<file path="config.mk">
export PLATFORM = sky130hd
export DESIGN_NAME = log_stream_sink
export DESIGN_NICKNAME = d
export VERILOG_FILES = /design/src/rtl/log_stream_sink.sv
export SDC_FILE = /design/constraint.sdc
export NUM_CORES = 1
export LEC_CHECK = 0
export ABC_AREA = 1
export CAP_MARGIN = 15
export CORE_MARGIN = 2
export CORE_UTILIZATION = 52
export DETAILED_ROUTE_END_ITERATION = 12
export HOLD_SLACK_MARGIN = 0.05
export PLACE_DENSITY = 0.77
export SETUP_SLACK_MARGIN = 0.1
export SLEW_MARGIN = 0
export SYNTH_ARGS = -nofsm -noshare
export SYNTH_HDL_FRONTEND = slang
export SYNTH_SLANG_ARGS = --single-unit
</file>
<file path="constraint.sdc">
create_clock -name clock -period 2.1 [get_ports clock]
set_input_delay 0.42 -clock clock [delete_from_list [all_inputs] [get_ports clock]]
set_output_delay 0.42 -clock clock [all_outputs]
set_load 0.05 [all_outputs]
</file>
<file path="src/rtl/log_stream_sink.sv">
// log_stream_sink
// Avalon-ST video sink for a 24-bit, one-pixel-per-beat stream. It decodes
// control packets into frame geometry and walks data packets pixel by pixel.
// It reports per-frame statistics and raises sticky framing/geometry errors.
//
// Ports
//   clock, reset_n             : rising-edge clock, async active-low reset
//   din_valid/data/sop/eop     : sink beat; every valid beat is taken
//   din_empty                  : unused (one pixel per beat)
//   din_ready                  : registered ~hold, ready latency 1
//   hold                       : backpressure request
//   clear_err                  : clears the sticky error flags
//   frame_width/frame_height   : last committed control-packet geometry
//   ctrl_valid                 : pulse when a control packet commits
//   frame_done                 : pulse at the end of each data packet
//   frame_cnt                  : completed data packets (wraps)
//   pix_count/front_count      : pixels / FRONT_COLOR pixels of last frame
//   framing_err, ctrl_err, size_err, overrun_err : sticky flags
module log_stream_sink #(
  parameter logic [23:0] FRONT_COLOR = 24'hffffff,
  parameter int unsigned CNT_W       = 24
) (
  input  logic             clock,
  input  logic             reset_n,
  input  logic             din_valid,
  input  logic [23:0]      din_data,
  input  logic             din_sop,
  input  logic             din_eop,
  input  logic [1:0]       din_empty,
  output logic             din_ready,
  input  logic             hold,
  input  logic             clear_err,
  output logic [15:0]      frame_width,
  output logic [15:0]      frame_height,
  output logic             ctrl_valid,
  output logic             frame_done,
  output logic [15:0]      frame_cnt,
  output logic [CNT_W-1:0] pix_count,
  output logic [CNT_W-1:0] front_count,
  output logic             framing_err,
  output logic             ctrl_err,
  output logic             size_err,
  output logic             overrun_err
);

  typedef enum logic [1:0] {S_IDLE, S_CTRL, S_DATA, S_SKIP} state_t;

  localparam logic [CNT_W-1:0] CNT_ONE = {{(CNT_W-1){1'b0}}, 1'b1};

  state_t             r_state, w_state_nx;
  logic               r_ready, r_ready_d;
  logic [1:0]         r_k;
  logic [15:0]        r_w_acc, r_h_acc, w_w_nx, w_h_nx;
  logic [15:0]        r_x, r_y;
  logic [CNT_W-1:0]   r_pix_run, r_front_run, w_pix_nx, w_front_nx;
  logic [15:0]        r_frame_width, r_frame_height, r_frame_cnt;
  logic [CNT_W-1:0]   r_pix_count, r_front_count;
  logic               r_ctrl_valid, r_frame_done;
  logic               r_framing_err, r_ctrl_err, r_size_err, r_overrun_err;

  logic               w_sop_beat, w_body, w_ctrl_beat, w_data_beat;
  logic [3:0]         w_type;
  logic               w_x_last, w_y_last;
  logic               w_ctrl_commit, w_set_framing, w_set_ctrl, w_set_size, w_set_overrun;
  logic               w_unused_empty;

  assign w_unused_empty = ^din_empty;

  // State register
  always_ff @(posedge clock or negedge reset_n) begin
    if (!reset_n) r_state <= S_IDLE;
    else          r_state <= w_state_nx;
  end

  // Next state: a sop beat re-decodes the packet type from any state
  always_comb begin
    w_state_nx = r_state;
    if (din_valid) begin
      if (din_sop) begin
        if (din_eop)                   w_state_nx = S_IDLE;
        else if (din_data[3:0] == 4'hF) w_state_nx = S_CTRL;
        else if (din_data[3:0] == 4'h0) w_state_nx = S_DATA;
        else                           w_state_nx = S_SKIP;
      end else if (r_state != S_IDLE && din_eop) begin
        w_state_nx = S_IDLE;
      end
    end
  end

  // Beat decode, control-field assembly and error detection
  always_comb begin
    w_sop_beat  = din_valid & din_sop;
    w_body      = din_valid & ~din_sop;
    w_type      = din_data[3:0];
    w_ctrl_beat = w_body && (r_state == S_CTRL);
    w_data_beat = w_body && (r_state == S_DATA);

    w_w_nx = r_w_acc;
    w_h_nx = r_h_acc;
    if (w_ctrl_beat) begin
      case (r_k)
        2'd0: begin
          w_w_nx[7:4]   = din_data[19:16];
          w_w_nx[11:8]  = din_data[11:8];
          w_w_nx[15:12] = din_data[3:0];
        end
        2'd1: begin
          w_h_nx[11:8]  = din_data[19:16];
          w_h_nx[15:12] = din_data[11:8];
          w_w_nx[3:0]   = din_data[3:0];
        end
        2'd2: begin
          w_h_nx[3:0]   = din_data[11:8];
          w_h_nx[7:4]   = din_data[3:0];
        end
        default: ;
      endcase
    end

    w_pix_nx   = (&r_pix_run) ? r_pix_run : r_pix_run + CNT_ONE;
    w_front_nx = r_front_run;
    if (din_data == FRONT_COLOR && !(&r_front_run)) w_front_nx = r_front_run + CNT_ONE;

    w_x_last = (r_x == r_frame_width - 16'd1);
    w_y_last = (r_y == r_frame_height - 16'd1);

    w_ctrl_commit = w_ctrl_beat & din_eop & (r_k >= 2'd2);
    w_set_framing = (w_sop_beat && r_state != S_IDLE) || (w_body && r_state == S_IDLE);
    w_set_ctrl    = (w_ctrl_beat & din_eop & (r_k < 2'd2)) ||
                    (w_sop_beat & din_eop & (w_type == 4'hF));
    w_set_size    = (w_data_beat & din_eop &
                     (~(w_x_last & w_y_last) | (r_frame_width == 16'd0) | (r_frame_height == 16'd0))) ||
                    (w_sop_beat & din_eop & (w_type == 4'h0));
    w_set_overrun = din_valid & ~r_ready_d;
  end

  // Datapath and registered outputs
  always_ff @(posedge clock or negedge reset_n) begin
    if (!reset_n) begin
      r_ready        <= 1'b0;
      r_ready_d      <= 1'b0;
      r_k            <= '0;
      r_w_acc        <= '0;
      r_h_acc        <= '0;
      r_x            <= '0;
      r_y            <= '0;
      r_pix_run      <= '0;
      r_front_run    <= '0;
      r_frame_width  <= '0;
      r_frame_height <= '0;
      r_frame_cnt    <= '0;
      r_pix_count    <= '0;
      r_front_count  <= '0;
      r_ctrl_valid   <= 1'b0;
      r_frame_done   <= 1'b0;
      r_framing_err  <= 1'b0;
      r_ctrl_err     <= 1'b0;
      r_size_err     <= 1'b0;
      r_overrun_err  <= 1'b0;
    end else begin
      r_ready   <= ~hold;
      r_ready_d <= r_ready;

      if (w_sop_beat && w_type == 4'hF) begin
        r_k     <= '0;
        r_w_acc <= '0;
        r_h_acc <= '0;
      end else if (w_ctrl_beat) begin
        r_w_acc <= w_w_nx;
        r_h_acc <= w_h_nx;
        if (r_k != 2'd3) r_k <= r_k + 2'd1;
      end

      if (w_sop_beat && w_type == 4'h0) begin
        r_x         <= '0;
        r_y         <= '0;
        r_pix_run   <= '0;
        r_front_run <= '0;
      end else if (w_data_beat) begin
        r_pix_run   <= w_pix_nx;
        r_front_run <= w_front_nx;
        if (w_x_last) begin
          r_x <= '0;
          r_y <= r_y + 16'd1;
        end else begin
          r_x <= r_x + 16'd1;
        end
      end

      r_ctrl_valid <= w_ctrl_commit;
      if (w_ctrl_commit) begin
        r_frame_width  <= w_w_nx;
        r_frame_height <= w_h_nx;
      end

      r_frame_done <= w_data_beat & din_eop;
      if (w_data_beat && din_eop) begin
        r_frame_cnt   <= r_frame_cnt + 16'd1;
        r_pix_count   <= w_pix_nx;
        r_front_count <= w_front_nx;
      end

      // A detection in the same cycle as clear_err wins
      r_framing_err <= (r_framing_err & ~clear_err) | w_set_framing;
      r_ctrl_err    <= (r_ctrl_err    & ~clear_err) | w_set_ctrl;
      r_size_err    <= (r_size_err    & ~clear_err) | w_set_size;
      r_overrun_err <= (r_overrun_err & ~clear_err) | w_set_overrun;
    end
  end

  assign din_ready    = r_ready;
  assign frame_width  = r_frame_width;
  assign frame_height = r_frame_height;
  assign ctrl_valid   = r_ctrl_valid;
  assign frame_done   = r_frame_done;
  assign frame_cnt    = r_frame_cnt;
  assign pix_count    = r_pix_count;
  assign front_count  = r_front_count;
  assign framing_err  = r_framing_err;
  assign ctrl_err     = r_ctrl_err;
  assign size_err     = r_size_err;
  assign overrun_err  = r_overrun_err;

endmodule

</file>
### Yosys cells after proc, flatten, opt, wreduce, memory -nomap -nowiden

Cells that the tools add are included.

| storage, ports and cells | value |
|---|---|
| register bits | 220 |
| bits of input ports | 33 |
| output and inout bits | 103 |
| logic and storage cells | 126 |

| cells by class | value |
|---|---|
| add/sub/neg operators | 8 |
| magnitude comparators | 2 |
| eq/ne operators | 9 |
| multiplexer cells | 30 |
| bitwise operators | 27 |
| reductions and logical operators | 29 |

Operators with widths:

| kind | count |
|---|---|
| two-way mux 16 bit | 12 |
| two-way mux 24 bit | 6 |
| adder 16 x 1 -> 16 bit (second input constant) | 3 |
| adder 24 x 1 -> 24 bit (second input constant) | 2 |
| AND reduction 24 bit | 2 |
| equality test 16 bit | 2 |
| logical NOT 16 bit | 2 |
| subtractor 16 x 1 -> 16 bit (second input constant) | 2 |
| equality test 24 bit (second input constant) | 1 |
| AND 1 bit | 16 |
| two-way mux 8 bit | 2 |
| two-way mux 2 bit | 7 |
| two-way mux 12 bit | 1 |
| nonzero test 2 bit | 6 |
| logical AND 1 bit | 9 |
| bitwise OR 1 bit | 6 |
| AND reduction 2 bit | 3 |
| inverter 1 bit | 5 |
| equality test 2 x 1 -> 1 bit (second input constant) | 2 |
| equality test 2 bit (second input constant) | 2 |
| equality test 4 bit (second input constant) | 1 |
| logical NOT 2 bit | 2 |
| logical NOT 4 bit | 1 |
| two-way mux 4 bit | 1 |
| 7 further kinds | 9 |

### Depth between registers and ports, before layout

Gate-level depths: netlist (run 1).

| depth | value |
|---|---|
| depth in word-level cells | 9 |
| depth in mapped cells | 16 |
| mapped depth without buffers | 15 |

### Worst setup path after synthesis (run 1)

No wires, ideal clock.

| timing | value |
|---|---|
| path kind | register to register |
| start point | register r_frame_width[0], in the netlist frame_width[0] |
| end point | register r_x[5] |
| setup time | 0.121 ns |
| data arrival time | 2.227 ns |
| required time | 1.979 ns |
| slack | -0.248 ns |
| cell stages (with the launch flop) | 16 |
| buffers on the path | 1 |
| period minus slack after synthesis | 2.348 ns |
| cells stage by stage | dfrtp_1 > inv_1 > ha_1 > nand2_1 > nor2_4 > nand2_2 > nand2_1 > nand2_1 > nand2_1 > nor2_1 > nand2_1 > nor2_2 > nand3_4 > nand2_2 > buf_6 > nor2_1 |

| on the way | value |
|---|---|
| cells in the longest elaborated chain, start to end | 5 |

RTL lines:

| item | RTL line | source |
|---|---|---|
| start, declared | 56 | `logic [15:0] r_frame_width, r_frame_height, r_frame_cnt;` |
| start signal, assigned | 192 | `r_frame_width <= w_w_nx;` |
| subtractor 16 x 1 -> 16 bit | 124 | `w_x_last = (r_x == r_frame_width - 16'd1);` |
| equality test 16 bit | 124 |  |
| two-way mux 16 bit | 182 | `if (w_x_last) begin` |
| two-way mux 16 bit | 179 | `end else if (w_data_beat) begin` |
| two-way mux 16 bit | 174 | `if (w_sop_beat && w_type == 4'h0) begin` |
| end signal, assigned | 186 | `r_x <= r_x + 16'd1;` |
| end, declared | 54 | `logic [15:0] r_x, r_y;` |

Every way passes these cells. The select of a mux whose other input is x is not followed.
A chain may end at the register's enable or synchronous reset.

### Final worst setup path (run 1)

| timing | value |
|---|---|
| start point | register r_frame_width[1], in the netlist frame_width[1] |
| end point | register r_y[11] |

| on the way | value |
|---|---|
| cells in the longest elaborated chain, start to end | 4 |

RTL lines:

| item | RTL line | source |
|---|---|---|
| subtractor 16 x 1 -> 16 bit | 124 |  |
| equality test 16 bit | 124 |  |
| nonzero test 2 bit (no line) | n/a |  |
| AND reduction 2 bit (no line) | n/a |  |
| end signal, assigned | 184 | `r_y <= r_y + 16'd1;` |
| end, declared | 54 |  |

Every way passes these cells.

==> results of run 1 <==
==> worst min-delay path by stage <==
stage                   end  cells after the start  slack [ns]  startpoint
5_1_grt           r_ready_d                      0        0.46   din_ready
2_1_floorplan      ctrl_err                      0        0.12     reset_n
6_report       pix_count[6]                      2        0.42     reset_n
3_3_place_gp   pix_count[6]                      1        0.37     reset_n
3_5_place_dp   pix_count[6]                      1        0.37     reset_n
4_1_cts        pix_count[6]                      2        0.43     reset_n
==> state kept, by name, indices dropped and copies added (netlist names) <==
register      count
r_x              16
size_err          1
framing_err       1
frame_height     16
r_state           2
din_ready         1
r_h_acc          16
pix_count        24
ctrl_valid        1
r_pix_run        24
frame_width      16
frame_done        1
r_ready_d         1
r_y              16
ctrl_err          1
front_count      24
frame_cnt        16
r_k               2
r_w_acc          16
r_front_run      24
overrun_err       1
==> stage by stage <==
stage,cell area (um^2),util,hold slack (ns)
2_1_floorplan,12100,-,0.124
3_3_place_gp,14500,0.638,0.371
3_5_place_dp,14500,0.638,0.370
4_1_cts,15300,0.673,0.434
5_1_grt,15700,0.691,0.463
6_report,15700,0.691,0.420
==> area by class of cell <==
cell class	count	area share
Clock inverter	11	0.00590
Timing Repair Buffer	242	0.148
Clock buffer	30	0.0430
Inverter	175	0.0426
Sequential cell	220	0.351
Tap cell	285	0.0227
Multi-Input combinational cell	1147	0.386
==> worst reg2reg max path, cell delays in order (launching register included) <==
cell       delay, ns
dfrtp_2         0.43
inv_2           0.08
ha_4            0.18
inv_1           0.06
nand2_2         0.06
nand2_1         0.06
nand2_1         0.08
inv_1           0.05
nor2_1          0.10
nand2_1         0.06
nor2_1          0.11
nand3_1         0.13
nor2_4          0.17
nand3_4         0.16
clkbuf_16       0.22
nand3_2         0.06
nand2_1         0.06
==> cells in the mapped netlist (all sizes together) <==
master and count:
a21oi 31, a22oi 1, and2 1, and3 1
buf 26, clkbuf 22, clkinv 1, dfrtp 220
ha 11, inv 174, mux2i 8, nand2 445
nand3 133, nand3b 5, nand4 44, nor2 196
nor3 27, nor4 21, o211ai 3, o21ai 97
o21bai 1, o22ai 15, o31ai 1, o41ai 1
or2 3, or3 1, xnor2 13, xor2 87
==> kinds of logic after synthesis <==
| family | after synthesis | share of synthesized area |
|---|---|---|
| buffers and inverters | 223 | 0.0739 |
| DFF | 220 | 0.455 |
| muxes | 8 | 0.00662 |
| adders and majority gates | 11 | 0.0114 |
| xor gates and xnor gates | 100 | 0.0724 |
| AOI/OAI and AO/OA | 150 | 0.0651 |
| and+or+nand+nor | 877 | 0.316 |
==> power groups by stage <==
stage	combinational (uW)	clock [uW]	sequential, uW
final	10400	4110	6660
after global routing	11500	4370	6840
after CTS	10000	4180	6630
after detailed placement	10200	0	6690
after global placement	9950	0	6650
after floorplan	5090	0	8560
==> routing by layer <==
layer	GRT usage	part of all wire	vias up
met5	0	0.00041	-
li1	-	-	5553
met1	0.354	0.43	5378
met2	0.443	0.48	377
met4	0.0668	0.023	2
met3	0.0318	0.057	63
==> what timing repair did <==
action / in CTS / in global routing
endpoints found under the hold margin: 49 / 0
buffers inserted: 4 / 6
hold buffers: 1 / 0
resized for setup: 111 / 107
gates cloned: 1 / 5
setup endpoints to repair: 175 / 123
pin swaps: 3 / 28
==> results.sh, run 1 <==
export IMPL_status="finished with violations"
export IMPL_violations="negative setup slack"
export IMPL_fin_crit_ns=2.15
export IMPL_hold_violations=0
export IMPL_slew_violations=0
export IMPL_synth_area_top_cells="dfrtp_1 (45%), nand2_1 (14%), xor2_1 (6.3%)"
export IMPL_p_total_uw=21100
export IMPL_fp_dieH_um=157
export IMPL_final_cell_mix="nand2_1 (411), dfrtp_1 (213), nor2_1 (176)"
export IMPL_synth_seq_cells=220
export IMPL_crit_path_cell_trace="inv_2 -> ha_4 -> inv_1 -> nand2_2 -> nand2_1 -> nand2_1 -> inv_1 -> nor2_1 -> nand2_1 -> nor2_1 -> nand3_1 -> nor2_4 -> nand3_4 -> clkbuf_16 -> nand3_2 -> nand2_1"
export IMPL_coreArea_um2=22700
export IMPL_track_usage=0.260
export IMPL_grt_start_max_net_pins=63
export IMPL_rsz0062_at_grt="true"
export IMPL_clock_skew_ns=0.0121
export IMPL_final_nets=1854
export IMPL_synth_cells=1589
export IMPL_setup_ws_ns=-0.0514
export IMPL_power_density_nw_per_um2=1350
export IMPL_period_share=1.02
export IMPL_die_w_um=157
export IMPL_seq_area_um2=5510
export IMPL_grt_overflow=0
export IMPL_intPower_uw=11400
export IMPL_power_share_switching=0.461
export IMPL_dp_cells=2052
export IMPL_cts_made_buffers=24
export IMPL_crit_path_start="frame_width[1]"
export IMPL_ys_seq_area_frac=0.455
export IMPL_critical_path_endpoint="r_y[11]"
export IMPL_cap_violations=0
export IMPL_place_gp_congestion=0.932
export IMPL_drt_wl_total_um=32100
export IMPL_num_rows=55
export IMPL_worst_pin_slew_ns=0.574
export IMPL_r2r_slack_ns=-0.05
export IMPL_antenna_found_initial=1
export IMPL_yosys_warnings=0
export IMPL_clk_path_buf_depth=3
export IMPL_cpMaxStageDelayCell="dfrtp_2"
export IMPL_ir_drop_mv=1.06
export IMPL_cp_depth=16
export IMPL_io_buffers=133
export IMPL_tns_ns=-0.445
export IMPL_worstSetupPathType="reg -> reg"
export IMPL_avgSynthCellArea_um2=7.62
export IMPL_area_growth_pct=29.7
export IMPL_clk_pin_slew_ns=0.06
export IMPL_drt_iter0_markers=608
export IMPL_synth_top_area_share=0.455
export IMPL_seqPwrFrac=0.315
export IMPL_cp_end_kind="flop"
export IMPL_critPathLaunchType="flop"
export IMPL_antenna_left=0
export IMPL_synth_nets=1633
export IMPL_setup_viol=15
export IMPL_hpwl_um=22600
export IMPL_path_delay_family="simple AND/OR/NAND/NOR gates"
export IMPL_path_max_fanout=8
export IMPL_vias=11400
export IMPL_n_fill_cell=1878
export IMPL_grt_pass1_wl_um=52200
export IMPL_relSlewSlack=0.619
export IMPL_antenna_cells=0
export IMPL_r2r_cells=16
export IMPL_critical_path_max_stage_delay_ns=0.43
export IMPL_wl_per_cell_um=15.2
export IMPL_drc=0
export IMPL_r2r_end="r_y[11]"
export IMPL_pre_cts_ws_ns=-0.342
export IMPL_power_leakage_uw=0.00806
export IMPL_cts_root_buf="clkbuf_16"
export IMPL_pwr_share_clk=0.195
export IMPL_ys_types=42
export IMPL_path_buf_inv=4
export IMPL_die_area_um2=24500
export IMPL_r2r_start="frame_width[1]"
export IMPL_power_switching_uw=9730
export IMPL_first_pass_iters=6
export IMPL_cp_common_cell="nand2_1"
export IMPL_power_frac_comb=0.490
export IMPL_netlist_area_um2=12100
export IMPL_cts_htree_levels=1
export IMPL_crit_arrival_ns=2.56
export IMPL_synth_largest_area_cell="dfrtp_1"
export IMPL_grt_pass1_vias=10800
export IMPL_layout_drive_gt1_share=0.153
export IMPL_numClockSinks=220
export IMPL_routed_via_density=5.39
export IMPL_mostFrequentLayoutCell="nand2_1"
export IMPL_cts_tree="yes"
export IMPL_clk_latency_ns=0.52
export IMPL_fmax_ghz=0.465
export IMPL_crit_required_ns=2.51
export IMPL_initial_utilization=0.533
export IMPL_multiInputGateArea_um2=6070
export IMPL_stdcell_count=2110
export IMPL_num_io_pins=136
export IMPL_hold_path_class="in -> async"
Power figures use the tool's default switching activity.
==> run 2, diff against run 1 <==
--- a/config.mk
+++ b/config.mk
@@ -10,7 +10,8 @@
 export CORE_MARGIN = 2
 export CORE_UTILIZATION = 52
 export DETAILED_ROUTE_END_ITERATION = 12
-export HOLD_SLACK_MARGIN = 0.05
+export GPL_TIMING_DRIVEN = 1
+export HOLD_SLACK_MARGIN = 0.08
 export PLACE_DENSITY = 0.77
 export SETUP_SLACK_MARGIN = 0.1
 export SLEW_MARGIN = 0
==> results of run 2 <==
No change in the layout: final DEF, timing and power equal those of run 1.
==> run 3, diff against run 2 <==
--- a/config.mk
+++ b/config.mk
@@ -8,11 +8,12 @@
 export ABC_AREA = 1
 export CAP_MARGIN = 15
 export CORE_MARGIN = 2
-export CORE_UTILIZATION = 52
+export CORE_UTILIZATION = 58
 export DETAILED_ROUTE_END_ITERATION = 12
+export DONT_BUFFER_PORTS = 1
 export GPL_TIMING_DRIVEN = 1
 export HOLD_SLACK_MARGIN = 0.08
-export PLACE_DENSITY = 0.77
+export PLACE_DENSITY = 0.75
 export SETUP_SLACK_MARGIN = 0.1
 export SLEW_MARGIN = 0
 export SYNTH_ARGS = -nofsm -noshare
==> run 3 against run 2 <==
Effect of this change:
- the flow finishes with violations (negative hold slack, negative setup slack)
- sequential power increased by 21%
- worst hold slack got worse by 0.84 ns
- utilization increased by 2.3 points
- critical path type unchanged
==> results.sh, run 3 (synthesis results as in run 1) <==
export IMPL_cts_hold_buffers=5
export IMPL_crit_required_ns=2.57
export IMPL_hpwl_um=21200
export IMPL_grt_pass1_wl_um=50600
export IMPL_status="finished with violations"
export IMPL_path_delay_family="simple AND/OR/NAND/NOR gates"
export IMPL_clock_skew_ns=0.00991
export IMPL_period_share=1.01
export IMPL_critical_path_max_stage_delay_ns=0.38
export IMPL_wl_per_cell_um=16.2
export IMPL_cpMaxStageDelayCell="dfrtp_2"
export IMPL_path_buf_inv=3
export IMPL_antenna_left=0
export IMPL_cts_made_buffers=23
export IMPL_cp_common_cell="nor2_1"
export IMPL_relSlewSlack=0.603
export IMPL_hold_slack_ns=-0.419
export IMPL_antenna_found_initial=1
export IMPL_setup_viol=6
export IMPL_critPathLaunchType="flop"
export IMPL_antenna_cells=0
export IMPL_initial_utilization=0.594
export IMPL_clk_path_buf_depth=3
export IMPL_path_max_fanout=12
export IMPL_r2r_slack_ns=-0.02
export IMPL_pre_cts_ws_ns=-0.0846
export IMPL_clk_pin_slew_ns=0.06
export IMPL_area_growth_pct=20.2
export IMPL_r2r_start="frame_width[0]"
export IMPL_num_io_pins=136
export IMPL_worst_pin_slew_ns=0.596
export IMPL_grt_start_max_net_pins=221
export IMPL_ir_drop_mv=1.03
export IMPL_clk_latency_ns=0.53
export IMPL_final_nets=1733
export IMPL_rsz0062_at_grt="true"
export IMPL_slew_violations=0
export IMPL_crit_path_cell_trace="inv_4 -> ha_4 -> inv_2 -> nand2_2 -> nand2_2 -> nor2_1 -> nand3_1 -> nor2_1 -> nand2_1 -> nor2_1 -> nand3_2 -> nor2_4 -> buf_12 -> nand4_1 -> nand2_1"
export IMPL_track_usage=0.279
export IMPL_hold_path_class="in -> async"
export IMPL_power_leakage_uw=0.00727
export IMPL_cap_violations=0
export IMPL_fp_dieH_um=148
export IMPL_io_buffers=0
export IMPL_first_pass_iters=5
export IMPL_worstSetupPathType="reg -> reg"
export IMPL_place_gp_congestion=0.891
export IMPL_cts_htree_levels=1
export IMPL_die_w_um=148
export IMPL_crit_arrival_ns=2.59
export IMPL_fmax_ghz=0.472
export IMPL_tns_ns=-0.0337
export IMPL_layout_drive_gt1_share=0.168
export IMPL_grt_pass1_vias=10400
export IMPL_drt_wl_total_um=32000
export IMPL_r2r_cells=15
export IMPL_die_area_um2=22000
export IMPL_r2r_end="r_y[7]"
export IMPL_violations="negative hold slack, negative setup slack"
export IMPL_drt_iter0_markers=616
export IMPL_coreArea_um2=20400
export IMPL_cts_root_buf="clkbuf_16"
export IMPL_drc=0
export IMPL_vias=10900
export IMPL_mostFrequentLayoutCell="nand2_1"
export IMPL_routed_via_density=5.53
export IMPL_fin_crit_ns=2.12
export IMPL_cts_tree="yes"
export IMPL_numClockSinks=220
export IMPL_power_density_nw_per_um2=1410
export IMPL_final_cell_mix="nand2_1 (409), dfrtp_1 (211), nor2_1 (176)"
export IMPL_grt_overflow=0
export IMPL_cp_end_kind="flop"
export IMPL_num_rows=52
export IMPL_hold_violations=220
export IMPL_setup_ws_ns=-0.0176
==> run 3: through the flow <==
stage	area [um^2]	hold WS, ns	utilization	power, uW	std cells
after floorplan	12100	0.124	-	13700	1589
after global placement	13100	0.130	0.641	15400	1904
after detailed placement	13100	0.129	0.641	15700	1904
after CTS	14000	-0.432	0.687	20100	1955
after global routing	14500	-0.435	0.714	22000	1974
final	14500	-0.419	0.714	20500	1974
==> run 3: worst max path at each step <==
stage                         startpoint              to  slack, ns  cells after the start
final                     frame_width[0]          r_y[7]      -0.02                     15
after global routing      frame_width[1]         r_y[14]      -0.14                     15
after CTS                 frame_width[0]          r_y[1]       0.01                     14
after detailed placement  r_front_run[0]  r_front_run[9]      -0.08                     10
after global placement    frame_width[0]         r_y[14]       0.02                     14
after floorplan           frame_width[0]         r_y[10]       0.01                     16
==> run 3: where the power goes <==
| group | switching (uW) | total, uW | leakage (uW) | internal [uW] |
|---|---|---|---|---|
| Sequential | 2530 | 8050 | 0.00283 | 5510 |
| Combinational | 5350 | 8370 | 0.00408 | 3020 |
| Clock | 1730 | 4120 | 0.000364 | 2380 |
==> run 3: routing by layer <==
layer,routed length [um],share of wire,up-vias,GRT usage
met5,10,0.00031,-,0
met4,850,0.027,2,0.0833
met3,1940,0.061,68,0.0482
met2,15700,0.49,333,0.481
met1,13500,0.42,5194,0.363
li1,-,-,5319,-
==> run 3: cell type report <==
type	count	area (um^2)
multi-input combinational	1147	6130
clock inverter	10	126
timing repair buffer	120	1120
fill	1614	5820
tap	270	338
inverter	175	664
timing repair inverter	2	15.0
clock buffer	30	632
sequential	220	5520
==> run 3: timing repair <==
action,4_1_cts,5_1_grt
hold endpoints to repair,225,220
cloned,3,4
pin swaps,7,46
gates resized for setup,20,121
endpoints found under the setup margin,107,124
buffers inserted,3,15
==> variant 1 (settings of run 1) <==
Re-encode `state_t` (4 states) as one-hot, 4 bits wide.
--- a/src/rtl/log_stream_sink.sv
+++ b/src/rtl/log_stream_sink.sv
@@ -45,3 +45,3 @@
 
-  typedef enum logic [1:0] {S_IDLE, S_CTRL, S_DATA, S_SKIP} state_t;
+  typedef enum logic [3:0] {S_IDLE = 4'b0001, S_CTRL = 4'b0010, S_DATA = 4'b0100, S_SKIP = 4'b1000} state_t;
 
Behaviour: no difference found for any inputs over 4 cycles, from zero or initial values and one cycle with reset_n low; so few cycles prove little.
==> variant 1 against run 1 <==
  * The flow still finishes with violations (setup timing)
  * Clock skew grew 0.0030 ns
  * Utilization shrank 1.7 points
  * Sequential cell count is 2 higher
  * Die area grew 2.6%
  * Worst setup slack got worse by 0.080 ns
  * Hold slack worse by 0.044 ns
  * Synthesized area is 2.7% higher
  * Synthesized cell count grew 0.76%
  * Count of clock-buffer cells in the layout increased by 5
  * Design area is 0.88% higher
  * Non-clock buffer count increased by 2
  * Wire length is 4.0% higher
  * Critical path type unchanged
Power is not compared: it rests on default switching activity, and its combinational part moved more than twofold at a synthesized area within 25%.
==> variant 1: results (changes against run 1) <==
STA
  – Worst-case clock skew: 0.0151 ns (+0.00301 ns)
  – Worst-margin pin slew: 0.565 ns (-0.00827 ns)
  – PnR worst setup slack: -0.131 ns (-0.0800 ns)
  – TNS Setup: -0.872 ns (-0.427 ns)
  – Final number of setup-violating endpoints: 16 (+1)

Synth
  – Area contributors post-synth: dfrtp_1, nand2_1, xor2_1, inv_1, nand3_1
  – Post-synth top cells: nand2_1, dfrtp_1, inv_1
  – Seq/Total Area, Yosys: 44.7% (-0.77 points)
  – Cells after Synth: 1,601 (+0.76%)
  – Warnings from Yosys: 0 (unchanged)
  – Ys async rst share: 100% (unchanged)

Hold path
  – Hold Crit Class: in2async

Finish
  – # fillers: 1,928 (+2.7%)
  – Layout cell share with drive strength beyond 1: 15.9% (+0.64 points)
  – Area Growth Syn to Fin: 27.5%
  – Nets: 1,866 (+0.65%)

Worst setup path
  – Largest delay contributor family on the critical path: simple AND/OR/NAND/NOR gates
  – Arr. time, crit path: 2.70 ns (+0.14 ns)

Placement
  – GPL Wtd Cong: 0.926 (-0.68%)
  – Placed Instances: 2,103 (+2.5%)
  – Pre-CTS setup slack: -0.398 ns (-0.0559 ns)
  – Port Buffers: 133 (unchanged)
  – Post-DP HPWL: 23,600 um (+4.6%)
  – Cell Area, Placed: 14,800 um2 (+2.4%)

Status
  – Status: finished with violations
  – Failing checks: setup timing

Routing
  – Drt via density: 5.31 (-1.5%)
  – 1st-iter DRT viols: 828 (+36%)
  – DR pass1 iterations: 5 (-1)
  – WL final: 33,300 um (+4.0%)
  – Routed via count: 11,466 (+0.82%)

Pwr
  – Net Sw Frac: 25.8%
  – Clock net power: 4.56 mW
  – Leakage: 8.46 nW
  – Seq. pwr: 4.66 mW
  – VDD IR-drop max: 0.000564 V

Floorplanning
  – Die Wd: 159 um (+1.3%)

Clock network
  – CTS root buffer: clkbuf_16
  – Clk slew on worst S/H paths: 0.07 ns
  – Clk sinks: 222 (+0.91%)
  – Num CTS Buffers: 24 (unchanged)

Global routing
  – Pin count of the biggest net entering global routing: 57 (-9.5%)
  – Initial antenna violation count: 0 (-1)
  – First-pass GRT wire length: 53,800 um (+3.2%)
  – GRT Total Usage: 26.4% (+0.36 points)
-- variant 1: cell count changes after synthesis, moves of 8 or more --
| cell | change |
|---|---|
| a21oi_1 | -13 |
| a31oi_1 | +8 |
| nand2_1 | +18 |
| nand2_2 | +9 |
| nand3_2 | +12 |
| nor2_1 | -21 |
| nor2_2 | +15 |
| o21ai_0 | -20 |
-- variant 1: cells by family after synthesis --
logic type	Yosys count	share of synthesized area, %
compound gates	122	5.27
mux	12	0.967
buf+inv	225	7.34
flops	222	44.7
fa+ha+maj	11	1.11
simple gates	909	33.6
xor+xnor	100	7.05
-- variant 1: cell type report --
type | count | area share [%]
sequential | 222 | 35.2
multi-input combinational | 1154 | 38.7
clock buffer | 35 | 4.44
tap | 319 | 2.52
timing repair buffer | 244 | 14.0
inverter | 176 | 4.19
clock inverter | 9 | 0.964
-- variant 1: path summary, 6_finish.rpt --
path / slack [ns] / cells past startpoint / start / end
max: -0.13 / 15 / frame_width[1] / r_y[3]
min: 0.38 / 2 / reset_n / frame_width[9]
max reg2reg: -0.13 / 15 / frame_width[1] / r_y[3]
min reg2reg: 0.45 / 1 / r_ready_d / overrun_err
max in group asynchronous: 1.01 / 3 / reset_n / frame_height[1]
min in group clock: 0.38 / 2 / hold / din_ready
-- variant 1: repair_timing --
action | 4_1_cts | 5_1_grt
cloned | 0 | 1
gates resized for setup | 106 | 50
endpoints found under the setup margin | 129 | 121
pin swaps | 4 | 21
hold buffers | 1 | 0
buffers inserted | 1 | 9
endpoints found under the hold margin | 38 | 0
-- variant 1: layer usage --
| layer | track usage, % | wire, um | up-vias |
|---|---|---|---|
| li1 | - | - | 5567 |
| met4 | 6.22 | 605 | 0 |
| met3 | 3.78 | 2060 | 54 |
| met2 | 44.8 | 16000 | 348 |
| met5 | 0 | 0 | - |
| met1 | 35.8 | 14600 | 5497 |
==> variant 2 (settings of run 1) <==
Made on the original files. Set the parameter `CNT_W` to 28 (it was 24).
--- a/src/rtl/log_stream_sink.sv
+++ b/src/rtl/log_stream_sink.sv
@@ -20,3 +20,3 @@
   parameter logic [23:0] FRONT_COLOR = 24'hffffff,
-  parameter int unsigned CNT_W       = 24
+  parameter int unsigned CNT_W       = 28
 ) (
Ports: changed (resized front_count and pix_count); port bits go from 136 to 144. No check against the original RTL was run, so the function may have changed too.
==> variant 2 against run 1 <==
  * The run still ends with setup timing left
  * Synthesized area grew 4.7%
  * Utilization grew 1.0 points
  * Die area grew 4.6%
  * Wire length grew 10%
  * Power grew 3.0%
  * Non-clock buffer count grew 39
  * Critical path depth shrank 2
  * Design area grew 7.7%
  * Worst setup slack gained 0.0031 ns
  * Sequential power grew 3.3%
  * Sequential cell count grew 16
  * Largest cell class unchanged
==> variant 2: results (changes against run 1) <==
Routing
  – Wire length on met3: 2260 um (+23%)
  – Avg WL per Cell: 15.7 um (+3.3%)
  – DR pass1 iterations: 5 (-1)
  – 1st-iter DRT viols: 906 (+49%)
  – Drt via density: 5.36 (-0.57%)
  – Met1 WL: 15,200 um (+8.7%)
  – WL final: 35,300 um (+10%)

Clock network
  – Num CTS Buffers: 26 (+8.3%)
  – Clk_lat worst skew: 0.54 ns (+0.02 ns)

Global routing
  – Met3 Use GR: 3.87% (+0.69 points)
  – Global routing usage on met1: 35.9% (+0.46 points)
  – Vias in the first global route: 11,687 (+8.2%)
  – Met2 usage: 46.4% (+2.1 points)

STA
  – PnR worst setup slack: -0.0483 ns (+0.00305 ns)
  – TNS Setup: -0.599 ns (-0.154 ns)
  – Worst Hold Slack: 0.339 ns (-0.0817 ns)
  – Final number of setup-violating endpoints: 29 (+14)
  – Slew HR: 63.0% (+1.1 points)

Pwr
  – Leakage: 8.64 nW (+7.1%)
  – VDD IR-drop max: 0.000743 V (-30%)
  – Net Sw Frac: 44.1% (-2.0 points)

Hold path
  – Hold Crit Class: in2reg

Synth
  – Post-synth top cells: nand2_1, dfrtp_1, nor2_1
  – Syn_area_per_cell: 7.69 um2 (+0.93%)
  – Post-synthesis net count: 1,693 (+3.7%)
  – Seq/Total Area, Yosys: 46.6% (+1.1 points)
  – Area contributors post-synth: dfrtp_1, nand2_1, nor2_1, xor2_1, inv_1

Placement
  – Post-DP HPWL: 24,700 um (+9.3%)
  – Port Buffers: 141 (+6.0%)
  – GPL Wtd Cong: 0.950 (+1.9%)

Status
  – Status: finished with violations
  – Failing checks: setup timing

Finish
  – Layout cell share with drive strength beyond 1: 17.6% (+2.3 points)
  – # fillers: 1,988 (+5.9%)

Worst setup path
  – Worst Path Max Fanout: 6 (-2)
  – Reg-to-reg endpoint: r_x[7]
  – Reg2reg path depth: 14 (-2)
## variant 2: kinds of logic after synthesis
kind of cell,share of synthesized area (%)
and+or+nand+nor,28.8
buffers and inverters,7.15
DFF,46.6
AOI/OAI and AO/OA,7.84
xor gates and xnor gates,7.23
muxes,1.34
adders and majority gates,1.09
## variant 2: timing repair
action	4_1_cts	5_1_grt
resized for setup	159	164
pin swaps	23	43
buffers inserted	14	12
setup endpoints to repair	194	182
endpoints found under the hold margin	38	0
cloned	4	0
hold buffers	1	0
## variant 2: cell type report
type / instances / area [um2] / area share, %
Timing Repair Buffer: 281 / 2540 / 15.0
Inverter: 180 / 682 / 4.03
Clock buffer: 33 / 698 / 4.13
Clock inverter: 15 / 185 / 1.10
Sequential cell: 236 / 5920 / 35.0
Tap cell: 324 / 405 / 2.40
Multi-Input combinational cell: 1178 / 6480 / 38.3
## variant 2: worst min path at each step
stage          startpoint              to  cells after the start
3_5_place_dp      reset_n  r_front_run[8]                      1
2_1_floorplan     reset_n        ctrl_err                      0
4_1_cts              hold       din_ready                      2
6_report        din_valid     overrun_err                      4
5_1_grt         din_valid     overrun_err                      4
3_3_place_gp      reset_n  r_front_run[8]                      1
## variant 2: stage by stage
stage / total power [mW] / instance area, um2
3_5_place_dp: 16.5 / 15300
5_1_grt: 23.3 / 16900
6_report: 21.8 / 16900
4_1_cts: 21.3 / 16400
2_1_floorplan: 13.4 / 12800
3_3_place_gp: 16.2 / 15300
## variant 2: power groups by stage
stage	Sequential [mW]	Clock (mW)	Combinational, mW
6_report	6.88	4.73	10.2
3_3_place_gp	6.87	0	9.32
4_1_cts	6.84	4.79	9.62
3_5_place_dp	6.91	0	9.61
5_1_grt	7.04	5.01	11.2
2_1_floorplan	8.75	0	4.61
